[config.mk]
export PLATFORM = sky130hd
export DESIGN_NAME = ex_stage
export DESIGN_NICKNAME = d
export VERILOG_FILES = /design/src/rtl/ex_stage.sv
export SDC_FILE = /design/constraint.sdc
export NUM_CORES = 1
export LEC_CHECK = 0
export ABC_AREA = 0
export BUFFER_PORTS_ARGS = -buffer_cell sky130_fd_sc_hd__buf_2
export CAP_MARGIN = 25
export CORE_ASPECT_RATIO = 1.1
export CORE_MARGIN = 4
export CORE_UTILIZATION = 45
export CTS_BUF_LIST = sky130_fd_sc_hd__clkbuf_16
export DETAILED_ROUTE_END_ITERATION = 12
export PLACE_DENSITY = 0.72
export SETUP_SLACK_MARGIN = 0.3
export SLEW_MARGIN = 20
export SYNTH_ARGS = -nofsm -noshare
export SYNTH_HDL_FRONTEND = slang
export SYNTH_SLANG_ARGS = --single-unit
[constraint.sdc]
create_clock -name clk -period 4.69 [get_ports clk]
set_clock_uncertainty 0.05 [all_clocks]
set_input_delay 0.938 -clock clk [delete_from_list [all_inputs] [get_ports clk]]
set_output_delay 0.938 -clock clk [all_outputs]
set_load 0.05 [all_outputs]
[src/rtl/ex_stage.sv]
// ex_stage -- execute stage of the pipeline with an iterative shift-add multiplier.
//
// Purpose:
//    - Selects forwarded operands and runs the single-cycle ALU.
//    - Registers the result, the store data and the controls into EX/MEM.
//    - MUL stalls the front end while a multi-cycle shift-add multiply runs.
//
// Ports:
//    clk, rst_n                       clock, async active-low reset
//    id_ex_*                          ID/EX instruction fields
//    ForwardA / ForwardB              operand source: 00 ID/EX, 01 EX/MEM, 10 WB, 11 ID/EX
//    select                           store data taken from EX/MEM result
//    wb_data                          write-back value used for forwarding
//    flush                            kill the ID/EX instruction and any multiply
//    ex_mem_*                         registered EX/MEM outputs
//    stall_out                        freeze IF/ID and ID/EX (combinational)
//    mul_busy                         multiplier FSM not idle
//
// Multiplier FSM:
//    state  | meaning
//    IDLE   | no multiply; single-cycle ops flow through, MUL issue stalls
//    BUSY   | one shift-add iteration per cycle, down-counter to terminal count
//    DONE   | product written to EX/MEM with the latched controls, stall released
module ex_stage #(
   parameter int DATA_W     = 16,
   parameter int MUL_CYCLES = 16
) (
   input  logic              clk,
   input  logic              rst_n,
   input  logic              id_ex_valid,
   input  logic              id_ex_reg_write,
   input  logic              id_ex_mem_write,
   input  logic              id_ex_mem_read,
   input  logic [3:0]        id_ex_alu_op,
   input  logic              id_ex_alu_src,
   input  logic [DATA_W-1:0] id_ex_rs1_data,
   input  logic [DATA_W-1:0] id_ex_rs2_data,
   input  logic [DATA_W-1:0] id_ex_imm,
   input  logic [3:0]        id_ex_write_address,
   input  logic [1:0]        ForwardA,
   input  logic [1:0]        ForwardB,
   input  logic              select,
   input  logic [DATA_W-1:0] wb_data,
   input  logic              flush,
   output logic              ex_mem_valid,
   output logic              ex_mem_reg_write,
   output logic              ex_mem_mem_write,
   output logic              ex_mem_mem_read,
   output logic [DATA_W-1:0] ex_mem_alu_result,
   output logic [DATA_W-1:0] ex_mem_store_data,
   output logic [3:0]        ex_mem_write_address,
   output logic              stall_out,
   output logic              mul_busy
);

   localparam int CNT_W = (MUL_CYCLES > 1) ? $clog2(MUL_CYCLES) : 1;
   localparam logic [3:0] NO_WRITE = 4'b1111;
   localparam logic [3:0] OP_MUL   = 4'd10;

   typedef enum logic [1:0] {S_IDLE, S_BUSY, S_DONE} state_t;

   state_t state, state_nxt;

   logic [DATA_W-1:0] op_a, raw_b, op_b, st_data, alu_res;
   logic              mul_issue, mul_start;

   logic [DATA_W-1:0] mcand, mplier, acc;
   logic [CNT_W-1:0]  cnt;
   logic              m_reg_write, m_mem_write, m_mem_read;
   logic [3:0]        m_addr;
   logic [DATA_W-1:0] m_store;

   logic              nxt_valid, nxt_reg_write, nxt_mem_write, nxt_mem_read;
   logic [DATA_W-1:0] nxt_result, nxt_store;
   logic [3:0]        nxt_addr;

   // operand selection; ForwardX = 11 falls back to the ID/EX value
   always_comb begin
      case (ForwardA)
         2'b01:   op_a = ex_mem_alu_result;
         2'b10:   op_a = wb_data;
         default: op_a = id_ex_rs1_data;
      endcase
      case (ForwardB)
         2'b01:   raw_b = ex_mem_alu_result;
         2'b10:   raw_b = wb_data;
         default: raw_b = id_ex_rs2_data;
      endcase
      op_b    = id_ex_alu_src ? id_ex_imm : raw_b;
      st_data = select ? ex_mem_alu_result : raw_b;
   end

   always_comb begin
      alu_res = '0;
      case (id_ex_alu_op)
         4'd0:    alu_res = op_a + op_b;
         4'd1:    alu_res = op_a - op_b;
         4'd2:    alu_res = op_a & op_b;
         4'd3:    alu_res = op_a | op_b;
         4'd4:    alu_res = op_a ^ op_b;
         4'd5:    alu_res = op_a << op_b[3:0];
         4'd6:    alu_res = op_a >> op_b[3:0];
         4'd7:    alu_res = $unsigned($signed(op_a) >>> op_b[3:0]);
         4'd8:    alu_res = {{(DATA_W-1){1'b0}}, ($signed(op_a) < $signed(op_b))};
         4'd9:    alu_res = op_b;
         default: alu_res = '0;
      endcase
   end

   assign mul_issue = id_ex_valid && (id_ex_alu_op == OP_MUL);

   // state register
   always_ff @(posedge clk or negedge rst_n) begin
      if (!rst_n) state <= S_IDLE;
      else        state <= state_nxt;
   end

   // next-state logic
   always_comb begin
      state_nxt = state;
      case (state)
         S_IDLE:  if (mul_issue && !flush) state_nxt = S_BUSY;
         S_BUSY: begin
            if (flush)            state_nxt = S_IDLE;
            else if (cnt == '0)   state_nxt = S_DONE;
         end
         S_DONE:  state_nxt = S_IDLE;
         default: state_nxt = S_IDLE;
      endcase
   end

   // FSM outputs; reset gating keeps stall_out low while rst_n is held
   always_comb begin
      mul_start = (state == S_IDLE) && mul_issue && !flush;
      stall_out = rst_n && (mul_start || (state == S_BUSY));
      mul_busy  = (state != S_IDLE);
   end

   // shift-add datapath and the controls captured at issue
   always_ff @(posedge clk or negedge rst_n) begin
      if (!rst_n) begin
         mcand       <= '0;
         mplier      <= '0;
         acc         <= '0;
         cnt         <= '0;
         m_reg_write <= 1'b0;
         m_mem_write <= 1'b0;
         m_mem_read  <= 1'b0;
         m_addr      <= NO_WRITE;
         m_store     <= '0;
      end else if (mul_start) begin
         mcand       <= op_a;
         mplier      <= op_b;
         acc         <= '0;
         cnt         <= CNT_W'(MUL_CYCLES - 1);
         m_reg_write <= id_ex_reg_write;
         m_mem_write <= id_ex_mem_write;
         m_mem_read  <= id_ex_mem_read;
         m_addr      <= id_ex_write_address;
         m_store     <= st_data;
      end else if (state == S_BUSY && !flush) begin
         if (mplier[0]) acc <= acc + mcand;
         mcand  <= mcand << 1;
         mplier <= mplier >> 1;
         if (cnt != '0) cnt <= cnt - CNT_W'(1);
      end
   end

   // EX/MEM next value; flush dominates, then the finished product, then stall bubbles
   always_comb begin
      nxt_valid     = 1'b0;
      nxt_reg_write = 1'b0;
      nxt_mem_write = 1'b0;
      nxt_mem_read  = 1'b0;
      nxt_result    = '0;
      nxt_store     = '0;
      nxt_addr      = NO_WRITE;
      if (flush) begin
         nxt_valid = 1'b0;
      end else if (state == S_DONE) begin
         nxt_valid     = 1'b1;
         nxt_reg_write = m_reg_write && (m_addr != NO_WRITE);
         nxt_mem_write = m_mem_write;
         nxt_mem_read  = m_mem_read;
         nxt_result    = acc;
         nxt_store     = m_store;
         nxt_addr      = m_addr;
      end else if (!stall_out && id_ex_valid) begin
         nxt_valid     = 1'b1;
         nxt_reg_write = id_ex_reg_write && (id_ex_write_address != NO_WRITE);
         nxt_mem_write = id_ex_mem_write;
         nxt_mem_read  = id_ex_mem_read;
         nxt_result    = alu_res;
         nxt_store     = st_data;
         nxt_addr      = id_ex_write_address;
      end
   end

   always_ff @(posedge clk or negedge rst_n) begin
      if (!rst_n) begin
         ex_mem_valid         <= 1'b0;
         ex_mem_reg_write     <= 1'b0;
         ex_mem_mem_write     <= 1'b0;
         ex_mem_mem_read      <= 1'b0;
         ex_mem_alu_result    <= '0;
         ex_mem_store_data    <= '0;
         ex_mem_write_address <= NO_WRITE;
      end else begin
         ex_mem_valid         <= nxt_valid;
         ex_mem_reg_write     <= nxt_reg_write;
         ex_mem_mem_write     <= nxt_mem_write;
         ex_mem_mem_read      <= nxt_mem_read;
         ex_mem_alu_result    <= nxt_result;
         ex_mem_store_data    <= nxt_store;
         ex_mem_write_address <= nxt_addr;
      end
   end

endmodule
==> impl_metrics.json, run 1 <==
{
  "slew_viol_final": 0,
  "coreArea_mm2": 0.0223,
  "max_cap_viol_count": 0,
  "p_leak_nw": 5.82,
  "rows": 57,
  "syn_nets": 1480,
  "ys_seq_area_share_pct": 28.7,
  "gp_congestion": 1.05,
  "yosys_warnings": 0,
  "max_slew_margin_pct": 26.7,
  "tns_ps": 0,
  "status": "finished clean",
  "fmax_ghz": 0.239,
  "cp.arrival_ps": 4440,
  "nFillCells": 2132,
  "rrSetupSlack_ps": 1030,
  "synth_top_area_share_pct": 26.7,
  "clkLatencyLatePin_ps": 430,
  "die_h_um": 166,
  "async_reset_ff_share_pct": 100,
  "holdWs_ps": 420,
  "tightest_slew_ps": 1090,
  "routed_via_density": 6.44,
  "peakVddDrop_mv": 0.267,
  "grt-ovfl-total": 0,
  "wl_mm": 41.9,
  "cts_max_level": 4,
  "clk_pin_slew_ps": 60,
  "synth_area_per_cell_um2": 7.75,
  "antenna_left": 0,
  "cts_root_buf": "clkbuf_16",
  "ff_latch_area_mm2": 0.00294,
  "synth.largest_area_cell": "dfrtp_1",
  "synth_cell_type_count": 71,
  "powerDensity_mw_per_mm2": 337,
  "drcViolationCount": 0,
  "synth_edf_count": 0,
  "hp-class": "flop to flop",
  "wl_per_cell_um": 23.6,
  "synth_ff_type": "dfrtp_1",
  "grt_max_degree": 77,
  "cp-start-kind": "primary input",
  "rsz0062_at_grt": "false",
  "hold_viol_final": 0,
  "min_path_cells": 2,
  "drtIter0Drc": 1203,
  "ctsHoldBuffers": 0,
  "io_pins": 127,
  "syn2layout_area_growth_pct": 19.6,
  "crit_path_end_kind": "flop",
  "finalSetupViolCount": 0,
  "syn-cell-area_mm2": 0.0102,
  "start_util_pct": 46.0,
  "drive_above_1_share_pct": 19.5,
  "fin_crit_ps": 4180,
  "multi_input_area_mm2": 0.00675,
  "die_area_mm2": 0.0252,
  "die_w_um": 152,
  "crit_path_max_fanout": 15,
  "hpwl_mm": 31.6,
  "ys_top_cells_by_area": "dfrtp_1, nand2_1, ha_1, o21ai_0, mux2i_1",
  "clockBufferDepth": 2,
  "ys_ff_latch": 117,
  "worstPathRequired_ps": 4940,
  "antenna_found_initial": 0,
  "cts_buffers": 17,
  "grt_pass1_vias": 10700,
  "worstSetupPathType": "primary input to flop",
  "dr.pass1.iters": 5,
  "r2r_cells": 13,
  "fin_nets": 1630,
  "antenna_cells": 0,
  "grt_usage_pct": 32.3,
  "grt_first_pass_wirelength_mm": 63.0,
  "numClockSinks": 117,
  "num_vias": 11500,
  "fin_crit_sh_pct": 89.2,
  "synthCells": 1321,
  "cts_tree": "yes",
  "numPortBuffers": 126
}
==> area by class of cell <==
cell class | count | share of cell area, %
inverter | 61 | 1.87
multi-input combinational | 1055 | 55.2
timing repair buffer | 219 | 11.1
sequential | 117 | 24.0
tap | 295 | 3.02
clock inverter | 15 | 1.29
clock buffer | 17 | 3.48
==> critical path: stages <==
cell	delay, ps
buf_2	100
inv_1	50
ha_1	420
buf_4	260
a221o_1	140
o21ai_0	180
o21ai_0	450
ha_1	340
inv_1	160
a21oi_1	110
o211ai_1	160
o21bai_1	190
and2_1	260
o211ai_1	140
nor2b_1	150
o41a_1	370
==> sequential cells by signal, summed over array words and instances, names as in the netlist <==
register              count
mcand                    16
m_mem_write               1
mplier                   16
ex_mem_valid              1
ex_mem_store_data        16
ex_mem_mem_write          1
state                     2
cnt                       4
m_reg_write               1
m_store                  16
acc                      16
m_mem_read                1
ex_mem_mem_read           1
ex_mem_reg_write          1
ex_mem_alu_result        16
m_addr                    4
ex_mem_write_address      4
==> metal layers <==
layer  global-route usage (%)  vias to the layer above  wire (um)
met5                        0                        -          0
met4                     17.5                        0       2820
met3                     5.79                      157       4140
met2                     48.2                      753      18100
met1                     44.0                     5430      16900
li1                         -                     5115          -
==> logic make-up (layout without fill, tap and decap cells) <==
group | after synthesis | in the layout | synth area share [%]
AO/OA/AOI/OAI | 429 | 429 | 28.6
XOR/XNOR | 14 | 14 | 1.20
adder cells (fa/ha/maj) | 74 | 74 | 9.27
buffers and inverters | 149 | 312 | 5.76
flip-flops | 117 | 117 | 28.7
multiplexers | 57 | 57 | 5.94
AND/OR/NAND/NOR | 481 | 481 | 20.5
==> power by group <==
part,total (mW),switching [mW],internal [mW]
clock,1.31,0.523,0.784
combinational,1.54,0.951,0.585
sequential,1.28,0.118,1.16
total,4.12,1.59,2.53
==> through the flow <==
stage	worst slack (ps)	instance area (um2)	utilization, %	cells	total power [mW]
3_3_place_gp	180	11600	52.2	1745	2.75
5_1_grt	306	12200	55.0	1779	4.32
6_report	505	12200	55.0	1779	4.12
2_1_floorplan	263	10300	-	1321	2.24
4_1_cts	520	12200	54.8	1778	4.08
3_5_place_dp	100	11600	52.2	1746	2.77
==> synthesized netlist by cell type (all sizes together) (27+ instances only) <==
| master | count |
|---|---|
| a22oi | 54 |
| inv | 61 |
| o21ai | 116 |
| mux2i | 45 |
| clkbuf | 63 |
| ha | 71 |
| nand2 | 244 |
| nand3 | 29 |
| a21oi | 69 |
| a221o | 30 |
| nor3 | 27 |
| dfrtp | 109 |
| nor2 | 103 |
==> cells in the final DEF, fill, tap and decap left out, types with 25 or more instances in the layout <==
| cell type | instances |
|---|---|
| dfrtp_1 | 109 |
| mux2i_1 | 45 |
| nor3_1 | 25 |
| buf_4 | 92 |
| a21oi_1 | 69 |
| o21ai_0 | 99 |
| nand2_1 | 244 |
| buf_2 | 125 |
| nand3_1 | 28 |
| ha_1 | 70 |
| a22oi_1 | 54 |
| inv_1 | 60 |
| a221o_1 | 30 |
| nor2_1 | 101 |
==> final timing paths <==
path / startpoint / to
setup / recovery: ForwardB[0] / ex_mem_alu_result[13]
hold / removal: m_addr[3] / m_addr[3]
setup reg to reg: ex_mem_alu_result[0] / ex_mem_alu_result[0]
hold reg to reg: m_addr[3] / m_addr[3]
max in group asynchronous: rst_n / ex_mem_write_address[1]
min in group asynchronous: rst_n / cnt[1]
==> what timing repair did <==
action                     in CTS  in global routing
setup endpoints to repair       0                  5
buffers inserted                0                  0
resized for setup               0                  7
No activity file was read; power rests on OpenSTA's default activity.
==> run 2: changes to the inputs <==
--- a/config.mk
+++ b/config.mk
@@ -10,10 +10,10 @@
 export CAP_MARGIN = 25
 export CORE_ASPECT_RATIO = 1.1
 export CORE_MARGIN = 4
-export CORE_UTILIZATION = 45
+export CORE_UTILIZATION = 30
 export CTS_BUF_LIST = sky130_fd_sc_hd__clkbuf_16
 export DETAILED_ROUTE_END_ITERATION = 12
-export PLACE_DENSITY = 0.72
+export PLACE_DENSITY = 0.55
 export SETUP_SLACK_MARGIN = 0.3
 export SLEW_MARGIN = 20
 export SYNTH_ARGS = -nofsm -noshare
==> impl_metrics.json, run 2 (synthesis results as in run 1) <==
{
  "ctsHoldBuffers": 0,
  "tightest_slew_ps": 1110,
  "cts_tree": "yes",
  "grt-ovfl-total": 0,
  "cp.arrival_ps": 4610,
  "num_vias": 11500,
  "ff_latch_area_mm2": 0.00294,
  "dr.pass1.iters": 5,
  "drtIter0Drc": 1193,
  "antenna_cells": 0,
  "cp-start-kind": "primary input",
  "drive_above_1_share_pct": 23.4,
  "cts_max_level": 4,
  "max_cap_viol_count": 0,
  "slew_viol_final": 0,
  "r2r-start": "ex_mem_alu_result[0]",
  "clk_pin_slew_ps": 60,
  "nFillCells": 3508,
  "syn2layout_area_growth_pct": 26.7,
  "fin_crit_ps": 4300,
  "hp-class": "flop to flop",
  "status": "finished clean",
  "post-cts-setup-buffers": 0,
  "cp_common_cell": "buf_4",
  "final_common_cell": "nand2_1",
  "crit_path_end_kind": "flop",
  "antenna_found_initial": 0,
  "r2r_cells": 15,
  "powerDensity_mw_per_mm2": 335,
  "fmax_ghz": 0.232,
  "slowest_stage": "o311ai_0",
  "rr_endpoint": "ex_mem_alu_result[0]",
  "grt_pass1_vias": 11100,
  "rrSetupSlack_ps": 930,
  "tns_ps": 0,
  "fin_crit_sh_pct": 91.7,
  "slowest_delay_ps": 410,
  "grt_first_pass_wirelength_mm": 69.5,
  "p_leak_nw": 6.17,
  "antenna_left": 0,
  "numClockSinks": 117,
  "die_area_mm2": 0.0371,
  "numPortBuffers": 126,
  "die_h_um": 202,
  "worstPathRequired_ps": 5000,
  "worstSetupPathType": "primary input to flop",
  "gp_congestion": 1.02,
  "routed_via_density": 5.77,
  "final_util_pct": 38.8,
  "wl_mm": 46.7,
  "clkLatencyLatePin_ps": 440,
  "wl_per_cell_um": 23.5,
  "peakVddDrop_mv": 0.261,
  "finalSetupViolCount": 0,
  "cts_buffers": 17,
  "crit_start": "ForwardB[0]",
  "io_pins": 127,
  "hp-start": "m_addr[3]",
  "multi_input_area_mm2": 0.00676,
  "layout_common_cells": "nand2_1, buf_4, buf_2",
  "path_cells": "buf_2 -> inv_1 -> ha_2 -> buf_4 -> nor2_2 -> a221o_1 -> inv_1 -> buf_4 -> ha_1 -> nor2b_1 -> o311ai_0 -> buf_4 -> a211oi_1 -> buf_4 -> o21bai_1 -> nand2_1 -> o211a_1 -> a221oi_1 -> o31a_1",
  "fin_nets": 1703,
  "coreArea_mm2": 0.0335,
  "start_util_pct": 30.6,
  "clockBufferDepth": 2,
  "holdWs_ps": 417,
  "drcViolationCount": 0,
  "crit_path_max_fanout": 8,
  "grt_max_degree": 68,
  "cts_root_buf": "clkbuf_16",
  "die_w_um": 184,
  "rsz0062_at_grt": "false",
  "grt_usage_pct": 24.3,
  "rows": 70,
  "hold_viol_final": 0,
  "hpwl_mm": 36.1,
  "max_slew_margin_pct": 25.3,
  "crit_path_end": "ex_mem_alu_result[15]"
}
[run 2: changes by cell type in the layout (fill, tap and decap cells not counted), moves of 2 or more]
| cell | before | now |
|---|---|---|
| o21ai_1 | 17 | 13 |
| buf_4 | 92 | 166 |
| clkinv_4 | 5 | 2 |
| clkinvlp_4 | 3 | 5 |
| clkinv_2 | 2 | 0 |
| o21ai_0 | 99 | 103 |
| nor2_2 | 2 | 4 |
| nor2_1 | 101 | 99 |
[run 2: timing repair]
item | CTS | global route
setup endpoints to repair | 0 | 6
gates resized for setup | 0 | 4
hold endpoints to repair | 0 | 0
[run 2: per-stage QoR]
| step | power [mW] | instance area, um2 | setup slack, ps | std cells |
|---|---|---|---|---|
| after floorplan | 2.24 | 10300 | 263 | 1321 |
| after global placement | 2.93 | 12300 | -10.8 | 1957 |
| after detailed placement | 2.93 | 12300 | -12.6 | 1957 |
| after global routing | 4.56 | 13000 | 302 | 1989 |
| after CTS | 4.33 | 12900 | 406 | 1989 |
| final | 4.34 | 13000 | 388 | 1989 |
[run 2: how the worst min path moves through the flow]
stage,to,depth (start not counted)
3_5_place_dp,m_addr[3],2
3_3_place_gp,m_addr[0],2
6_report,m_addr[3],2
2_1_floorplan,acc[15],1
4_1_cts,m_addr[3],2
5_1_grt,m_addr[2],2
[run 2: critical path: cells and delay by family]
kind,cells,cell delay [ps]
compound gates,7,1690
fa+ha+maj,2,520
buf+inv,7,920
simple gates,3,530
[run 2: power by group]
| part | switching (mW) | total, mW | internal [mW] |
|---|---|---|---|
| combinational | 1.00 | 1.68 | 0.674 |
| clock | 0.545 | 1.38 | 0.837 |
| sequential | 0.121 | 1.28 | 1.16 |
[run 2: layer usage]
metal	global-route usage [%]	vias up	share of wire [%]
met1	32.4	5611	42
met2	39.2	526	47
met4	10.3	0	4.4
met3	3.53	96	6.8
li1	-	5252	-
met5	0	-	0
[run 2: area by class of cell]
cell class                      count  area share (%)
Clock buffer                       17            3.28
Clock inverter                     15            1.38
Inverter                           61            1.77
Multi-Input combinational cell   1055            52.2
Sequential cell                   117            22.7
Tap cell                          432            4.17
Timing Repair Buffer              292            14.6
